==> src/rtl/std_cache_pkg.sv <==
// Shared types for the standard data cache bypass path.
// Latency: n/a (types and constants only).
// Backpressure: n/a.
package std_cache_pkg;

    localparam int BYPASS_ID_WIDTH = 4;

    typedef struct packed {
        logic                       req;
        logic                       we;
        logic [7:0]                 be;
        logic [1:0]                 size;
        logic [BYPASS_ID_WIDTH-1:0] id;
        logic [63:0]                addr;
        logic [63:0]                wdata;
    } bypass_req_t;

    typedef struct packed {
        logic        gnt;
        logic        valid;
        logic [63:0] rdata;
    } bypass_rsp_t;

    typedef enum logic [1:0] {
        IDLE = 2'd0,
        REQ  = 2'd1,
        WAIT = 2'd2
    } bypass_arb_state_e;

endpackage

==> src/rtl/std_bypass_rr_pick.sv <==
// Round-robin picker: first set request bit at or above the pointer, wrapping.
// Latency: purely combinational.
// Backpressure: none; the caller decides when to act on the pick.
module std_bypass_rr_pick #(
    parameter int NR_PORTS = 3,
    localparam int IDX_W   = $clog2(NR_PORTS)
) (
    input  logic [NR_PORTS-1:0] req_i,
    input  logic [IDX_W-1:0]    rr_i,
    output logic                any_o,
    output logic [IDX_W-1:0]    idx_o
);

    logic              found;
    logic [31:0]       cand;
    logic [IDX_W-1:0]  cand_idx;

    // Scan NR_PORTS candidates starting at the pointer; first hit wins.
    always_comb begin
        any_o    = |req_i;
        idx_o    = '0;
        found    = 1'b0;
        cand     = '0;
        cand_idx = '0;
        for (int k = 0; k < NR_PORTS; k++) begin
            cand = 32'(rr_i) + 32'(k);
            if (cand >= 32'(NR_PORTS)) begin
                cand = cand - 32'(NR_PORTS);
            end
            cand_idx = IDX_W'(cand);
            if (!found && req_i[cand_idx]) begin
                found = 1'b1;
                idx_o = cand_idx;
            end
        end
    end

endmodule

==> src/rtl/std_bypass_arbiter.sv <==
// Shares the single bypass memory port among NR_PORTS requesters, one access in flight.
// Latency: requester gnt same cycle, downstream req next cycle, response routed combinationally.
// Backpressure: holds the captured request until the adapter grants; no new capture until the response returns.
module std_bypass_arbiter
    import std_cache_pkg::*;
#(
    parameter int NR_PORTS = 3
) (
    input  logic                       clk_i,
    input  logic                       rst_i,
    input  bypass_req_t [NR_PORTS-1:0] req_i,
    output bypass_rsp_t [NR_PORTS-1:0] rsp_o,
    output bypass_req_t                bypass_req_o,
    input  bypass_rsp_t                bypass_rsp_i
);

    localparam int IDX_W = $clog2(NR_PORTS);

    bypass_arb_state_e state_q, state_d;
    bypass_req_t       req_q, req_d;
    logic [IDX_W-1:0]  idx_q, idx_d;
    logic [IDX_W-1:0]  rr_q, rr_d;

    logic [NR_PORTS-1:0] req_vec;
    logic                pick_any;
    logic [IDX_W-1:0]    pick_idx;

    // Flatten the per-port request strobes for the picker.
    always_comb begin
        req_vec = '0;
        for (int i = 0; i < NR_PORTS; i++) begin
            req_vec[i] = req_i[i].req;
        end
    end

    std_bypass_rr_pick #(
        .NR_PORTS (NR_PORTS)
    ) u_pick (
        .req_i (req_vec),
        .rr_i  (rr_q),
        .any_o (pick_any),
        .idx_o (pick_idx)
    );

    // Next state and outputs; everything is held quiet while reset is asserted.
    always_comb begin
        state_d      = state_q;
        req_d        = req_q;
        idx_d        = idx_q;
        rr_d         = rr_q;
        rsp_o        = '0;
        bypass_req_o = '0;
        if (!rst_i) begin
            case (state_q)
                IDLE: begin
                    if (pick_any) begin
                        rsp_o[pick_idx].gnt = 1'b1;
                        req_d   = req_i[pick_idx];
                        idx_d   = pick_idx;
                        rr_d    = (pick_idx == IDX_W'(NR_PORTS - 1)) ? '0 : pick_idx + 1'b1;
                        state_d = REQ;
                    end
                end
                REQ: begin
                    bypass_req_o     = req_q;
                    bypass_req_o.req = 1'b1;
                    bypass_req_o.id  = BYPASS_ID_WIDTH'(idx_q);
                    if (bypass_rsp_i.gnt) begin
                        if (bypass_rsp_i.valid) begin
                            // Adapter answered in the grant cycle: deliver now.
                            rsp_o[idx_q].valid = 1'b1;
                            rsp_o[idx_q].rdata = bypass_rsp_i.rdata;
                            state_d = IDLE;
                        end else begin
                            state_d = WAIT;
                        end
                    end
                end
                WAIT: begin
                    // Loads and store acknowledges both complete on valid.
                    if (bypass_rsp_i.valid) begin
                        rsp_o[idx_q].valid = 1'b1;
                        rsp_o[idx_q].rdata = bypass_rsp_i.rdata;
                        state_d = IDLE;
                    end
                end
                default: begin
                    state_d = IDLE;
                end
            endcase
        end
    end

    // State, captured request, winner index and round-robin pointer.
    always_ff @(posedge clk_i) begin
        if (rst_i) begin
            state_q <= IDLE;
            req_q   <= '0;
            idx_q   <= '0;
            rr_q    <= '0;
        end else begin
            state_q <= state_d;
            req_q   <= req_d;
            idx_q   <= idx_d;
            rr_q    <= rr_d;
        end
    end

`ifndef SYNTHESIS
    // A response with nothing outstanding, or a grant with nothing offered, is dropped.
    stray_rsp_a: assert property (@(posedge clk_i) disable iff (rst_i)
        !((bypass_rsp_i.valid && state_q == IDLE) || (bypass_rsp_i.gnt && state_q != REQ)))
        else $warning("stray bypass response ignored");
`endif

endmodule

==> config.mk <==
export PLATFORM = sky130hd
export DESIGN_NAME = std_bypass_arbiter
export DESIGN_NICKNAME = d
export VERILOG_FILES = /design/src/rtl/std_cache_pkg.sv /design/src/rtl/std_bypass_rr_pick.sv /design/src/rtl/std_bypass_arbiter.sv
export SDC_FILE = /design/constraint.sdc
export NUM_CORES = 1
export LEC_CHECK = 0
export ABC_CLOCK_PERIOD_IN_PS = 2400
export CORE_AREA = 2 2 327 329
export CTS_BUF_LIST = sky130_fd_sc_hd__clkbuf_4 sky130_fd_sc_hd__clkbuf_8
export DETAILED_ROUTE_END_ITERATION = 10
export DIE_AREA = 0 0 329 331
export PLACE_DENSITY = 0.35
export SKIP_LAST_GASP = 1
export SLEW_MARGIN = 20
export SYNTH_ARGS = -nofsm -noshare
export SYNTH_HDL_FRONTEND = slang
export SYNTH_SLANG_ARGS = --single-unit
==> constraint.sdc <==
create_clock -name clk_i -period 2.4 [get_ports clk_i]
set_clock_uncertainty 0.05 [all_clocks]
set_input_delay 0.36 -clock clk_i [delete_from_list [all_inputs] [get_ports clk_i]]
set_output_delay 0.36 -clock clk_i [all_outputs]
set_load 0.01 [all_outputs]
After elaboration in Yosys (flattened, before gate mapping)
Index checks and enable logic that the tools add are counted.
Word-level totals
  bits in registers: 145
  bits in latches: 0
  bits in writable memories: 0
  bits in read-only memories: 0
  output and inout bits: 342
  logic and storage cells: 76
  memories: 0
Cells by class
  add/subtract/negate cells: 6
  multipliers: 0
  div/mod/pow operators: 0
  $lt $le $gt $ge: 10
  eq/ne operators: 6
  shifts and indexed selects: 0
  mux-type cells: 36
  bitwise logic cells: 0
  reductions and logical operators: 10
Operators by type and width (number)
  $mux 198: 4
  $pmux 198 s3: 1
  $demux 66 s2: 3
  $bmux 144 s2: 1
  $mux 144: 2
  $bwmux 198: 1
  $mux 143: 1
  $mux 66: 1
  $mux 65: 1
  $mux 64: 1
  $mux 2: 11
  $lt 2x3->1 const B: 5
  $bmux 1 s2: 3
  $ge 3x2->1 const B: 2
  $ne 2x2->1 const B: 3
  $pmux 2 s3: 1
  $sub 2x2->2 const B: 3
  $mux 1: 5
  $eq 2x2->1 const B: 2
  $ge 2x1->1 const B: 2
  $logic_and 1x1->1: 4
  $add 2x1->3 const B: 1
  $add 2x2->3 const B: 1
  $reduce_and 3->1: 1
  7 further kinds: 8

Longest topological paths before layout
  depth after elaboration: 18
  depth in mapped cells: 11

Cells and area by module
Synthesis repeated with hierarchy kept, for this count alone.
Unflattened totals
  cell total of the unflattened synthesis: 1301
  area total of the unflattened synthesis: 10065.9 µm²
By module, submodules not included
  std_bypass_arbiter: instances 1, cells an instance 1281, area each 9918.3 µm², sequential area each 2902.8 µm²
  std_bypass_rr_pick: instances 1, cells an instance 20, area each 147.6 µm², sequential area each 0.0 µm²

Worst setup path after synthesis
Ideal clock, no wire load.
  path kind: register to output
  from: register rr_q[1]
  to: output port rsp_o[131] (netlist bit)
  arrival: 2205 ps
  path slack: -215 ps
  cell stages (with the launch flop): 11
  path buffers: 3
  path through: dfxtp_1 inv_1 ha_1 mux2i_1 o2bb2ai_2 a31oi_1 a32oi_1 buf_2 buf_6 buf_6 nor4_1
RTL lines
  start: declaration: line std_bypass_arbiter.sv:22  | logic [IDX_W-1:0] rr_q, rr_d;
  start signal: assignment: line std_bypass_arbiter.sv:105  | rr_q <= rr_d;
  end: declaration: line std_bypass_arbiter.sv:12  | output bypass_rsp_t [NR_PORTS-1:0] rsp_o,

==> results by group <==
Detailed routing
  • Routed wire length: about 90,000 um
  • # DRC: 0
  • Final ANT Viol Nets: 0
  • Total number of vias: about 15,000
  • First-pass DRT Iterations: 4
  • Initial DRC Count: 710
  • WL per Instance: 24.2 um
  • Vias per cell: 3.97

Placed design
  • IO Port Bufs: slightly above 800
  • Post-DP Area: approximately 0.021 mm2
  • GP Congestion: ~0.9
  • HPWL Detailed: ~67,000 um
  • Pre-CTS setup slack: -0.729 ns

Worst setup path
  • End point of the critical path: rsp_o[150]
  • R2R Setup Slk: -0.47 ns
  • WP buf/inv: 3
  • Worst path cell trace: nor2b_2, a21oi_4, or4b_4, buf_12, buf_4, nor2_1, clkbuf_2
  • Required @ worst endpoint: approximately 2 ns
  • Reg-to-reg startpoint: rr_q[1]$_SDFFE_PP0P_
  • Worst setup path class: reg -> out
  • CP max stage cell: or4b_4
  • Worst Path Arrival: between 2 and 3 ns
  • Reg2reg path depth: 12
  • CP Launch Type: flop
  • Worst-path fanout max: 9
  • Worst setup EP type: output pin
  • CP Launch Point: state_q[1]$_SDFFE_PP0P_
  • Delay-heaviest family, CP: simple AND/OR/NAND/NOR gates
  • Max stage delay on crit path: between 0.6 and 0.7 ns
  • RR Endpoint: req_q[16]$_SDFFE_PP0P_
  • Cell depth of the worst setup path: 7

CTS
  • CTS buffer count: 17
  • Clk Latency, worst-skew pair: ~0.59 ns
  • Clock Sinks: approximately 150
  • Clock buffer depth: 2
  • CTS root buffer: clkbuf_8
  • Hold_buf cts: 0
  • CTS tree: built
  • Worst-path clk slew: ~0.12 ns
  • Max H-tree Level: 4

Layout
  • Design area: 0.0230 mm2
  • Share of layout cells above drive strength 1: between 20% and 30%
  • Fillers: 11,683
  • # nets final: roughly 2,800
  • Area Growth Syn to Fin: 118%

Timing
  • Final WS setup: -0.541 ns
  • Hold Vio Cnt, Final: 0
  • Fin Hold WS: approximately 0.19 ns
  • Max Freq: 340 MHz
  • Fin crit share: 123%
  • Unrepaired setup endpoints after global routing: yes
  • Final setup vio count: about 480
  • Final Critical Period: 2.94 ns
  • Pins Over Slew Limit: 0
  • Least-Margin Pin Slew: around 1.0 ns
  • Relative slew slack: 32.9%

Yosys
  • Area leader, netlist: dfxtp_1
  • EDFF count, synth: 0
  • Top-count cell post-synth: nor2_1
  • Top_reg_cell synth: dfxtp_1
  • Main area contributors after synthesis: dfxtp_1, mux2i_1, a211oi_1
  • Synthesized flop and latch total: 145
  • Synth cell types: 33
  • Post-synth top area share: between 20% and 30%
  • Ys Warns: 0
  • Post-synthesis cell area: 0.0105 mm2
  • Sequential fraction of the synthesis area: between 20 and 30%
  • Synthesized area per cell: 7.24 um2
  • Post-synth top cells: nor2_1, a21oi_1, and2_1, dfxtp_1, mux2i_1
  • Synth async-reset ratio: 0%
  • Mapped Cells: 1,455

Outcome
  • Run status: complete, but fails checks
  • Failing checks: negative setup slack

Floorplanning
  • Die Ht: between 300 and 400 um
  • Initial Util: 10.0%
  • Die area: around 0.11 mm2
  • Std-Cell Rows: between 100 and 150
  • Core box area: 0.105 mm2
  • Ports: about 840
  • Chip width: ~330 um

GRT
  • Initial antenna violation count: 31
  • Gr usage total: around 15%
  • First-pass GRT wire length: 115,000 um
  • Vias in the first global route: about 15,000
  • Total grt overflow: 0
  • Largest net degree at the start of global routing: between 80 and 90

Power and ir drop
  • Max VDD drop: just over 0.0004 V
  • PD cells: approximately 530 mW/mm2
  • LEAKAGE: ~11 nW

Run
  • Max Cap Viol: 0

Worst hold path
  • Class of the tightest hold or removal check: in -> reg
## cell type report
cell class | count | area [um2] | share of cell area [%]
Timing Repair Buffer | 1006 | 10400 | 45.3
Multi-Input combinational cell | 1150 | 7470 | 32.5
Sequential cell | 145 | 2910 | 12.7
Tap cell | 1391 | 1740 | 7.56
Clock buffer | 17 | 234 | 1.02
Clock inverter | 15 | 194 | 0.843
Inverter | 7 | 26.3 | 0.114
Antenna cell | 7 | 17.5 | 0.0761
## cells in the final DEF (no fill, tap or decap), types with 47 or more instances in the layout
cell | synthesis | final
dfxtp_1 | 145 | 141
or3_1 | 140 | 139
nand2_1 | 69 | 47
buf_2 | 5 | 90
buf_4 | 6 | 122
nor2_1 | 193 | 158
and2_1 | 145 | 135
a21oi_1 | 145 | 144
o21ai_0 | 140 | 139
dlymetal6s2s_1 | 0 | 126
a211oi_1 | 139 | 139
buf_12 | 0 | 55
clkdlybuf4s50_1 | 0 | 522
mux2i_1 | 141 | 138
## how the worst min path moves through the flow
stage / startpoint / to / slack (ns) / cells past startpoint
final: rst_i / rr_q[1]$_SDFFE_PP0P_ / 0.19 / 4
after global routing: rst_i / rr_q[1]$_SDFFE_PP0P_ / 0.17 / 4
after CTS: rst_i / rr_q[1]$_SDFFE_PP0P_ / 0.09 / 4
after detailed placement: idx_q[1]$_SDFFE_PP0P_ / idx_q[1]$_SDFFE_PP0P_ / 0.44 / 2
after global placement: idx_q[1]$_SDFFE_PP0P_ / idx_q[1]$_SDFFE_PP0P_ / 0.43 / 2
after floorplan: bypass_rsp_i[64] / state_q[1]$_SDFFE_PP0P_ / 0.39 / 1
## timing repair
action | 4_1_cts | 5_1_grt
buffers inserted | 10 | 35
setup endpoints to repair | 481 | 481
pin swaps | 6 | 15
gates cloned | 3 | 19
gates resized for setup | 273 | 540
## cells by family (layout without fill, tap and decap cells)
group                    count (synthesis)  after routing  synth area share [%]
flip-flops                             145            145                  27.5
multiplexers                           142            142                  13.5
adder cells (fa/ha/maj)                  4              4                 0.475
AO/OA/AOI/OAI                          432            432                  24.1
other                                    1              9                0.0356
AND/OR/NAND/NOR                        570            570                  27.6
buffers and inverters                  161           1045                  6.72
## worst min-delay path, cell delays in order
cell	delay, ns
buf_6	0.08
buf_4	0.11
buf_4	0.20
nor2_1	0.06
## power breakdown
part / internal, W / switching (W)
combinational: 0.00323 / 0.00331
sequential: 0.00293 / 0.000388
clock: 0.000885 / 0.00147
## through the flow
| stage | cells | power, W | TNS, ns | util [%] |
|---|---|---|---|---|
| CTS | 3680 | 0.0122 | -247.50 | 21.1 |
| finish | 3738 | 0.0122 | -136.86 | 21.9 |
| detailed placement | 3635 | 0.00949 | -142.86 | 20.4 |
| floorplan | 1456 | 0.00654 | -0.0335 | - |
| global placement | 3635 | 0.00940 | -140.07 | 20.4 |
| global route | 3734 | 0.0130 | -209.95 | 21.9 |
## routing by layer
| metal | wire [um] | global-route usage (%) | up-vias | part of all wire, % |
|---|---|---|---|---|
| li1 | - | - | 6894 | - |
| met1 | 33100 | 15.5 | 7126 | 37 |
| met2 | 46800 | 27.4 | 656 | 52 |
| met3 | 7860 | 5.37 | 109 | 8.7 |
| met4 | 2380 | 5.08 | 40 | 2.6 |
| met5 | 264 | 0 | - | 0.29 |
## sequential cells by signal (all words and copies together) (netlist names)
| name | count |
|---|---|
| idx_q | 2 |
| rr_q | 2 |
| state_q | 2 |
| req_q | 139 |
Power figures use the tool's default switching activity.
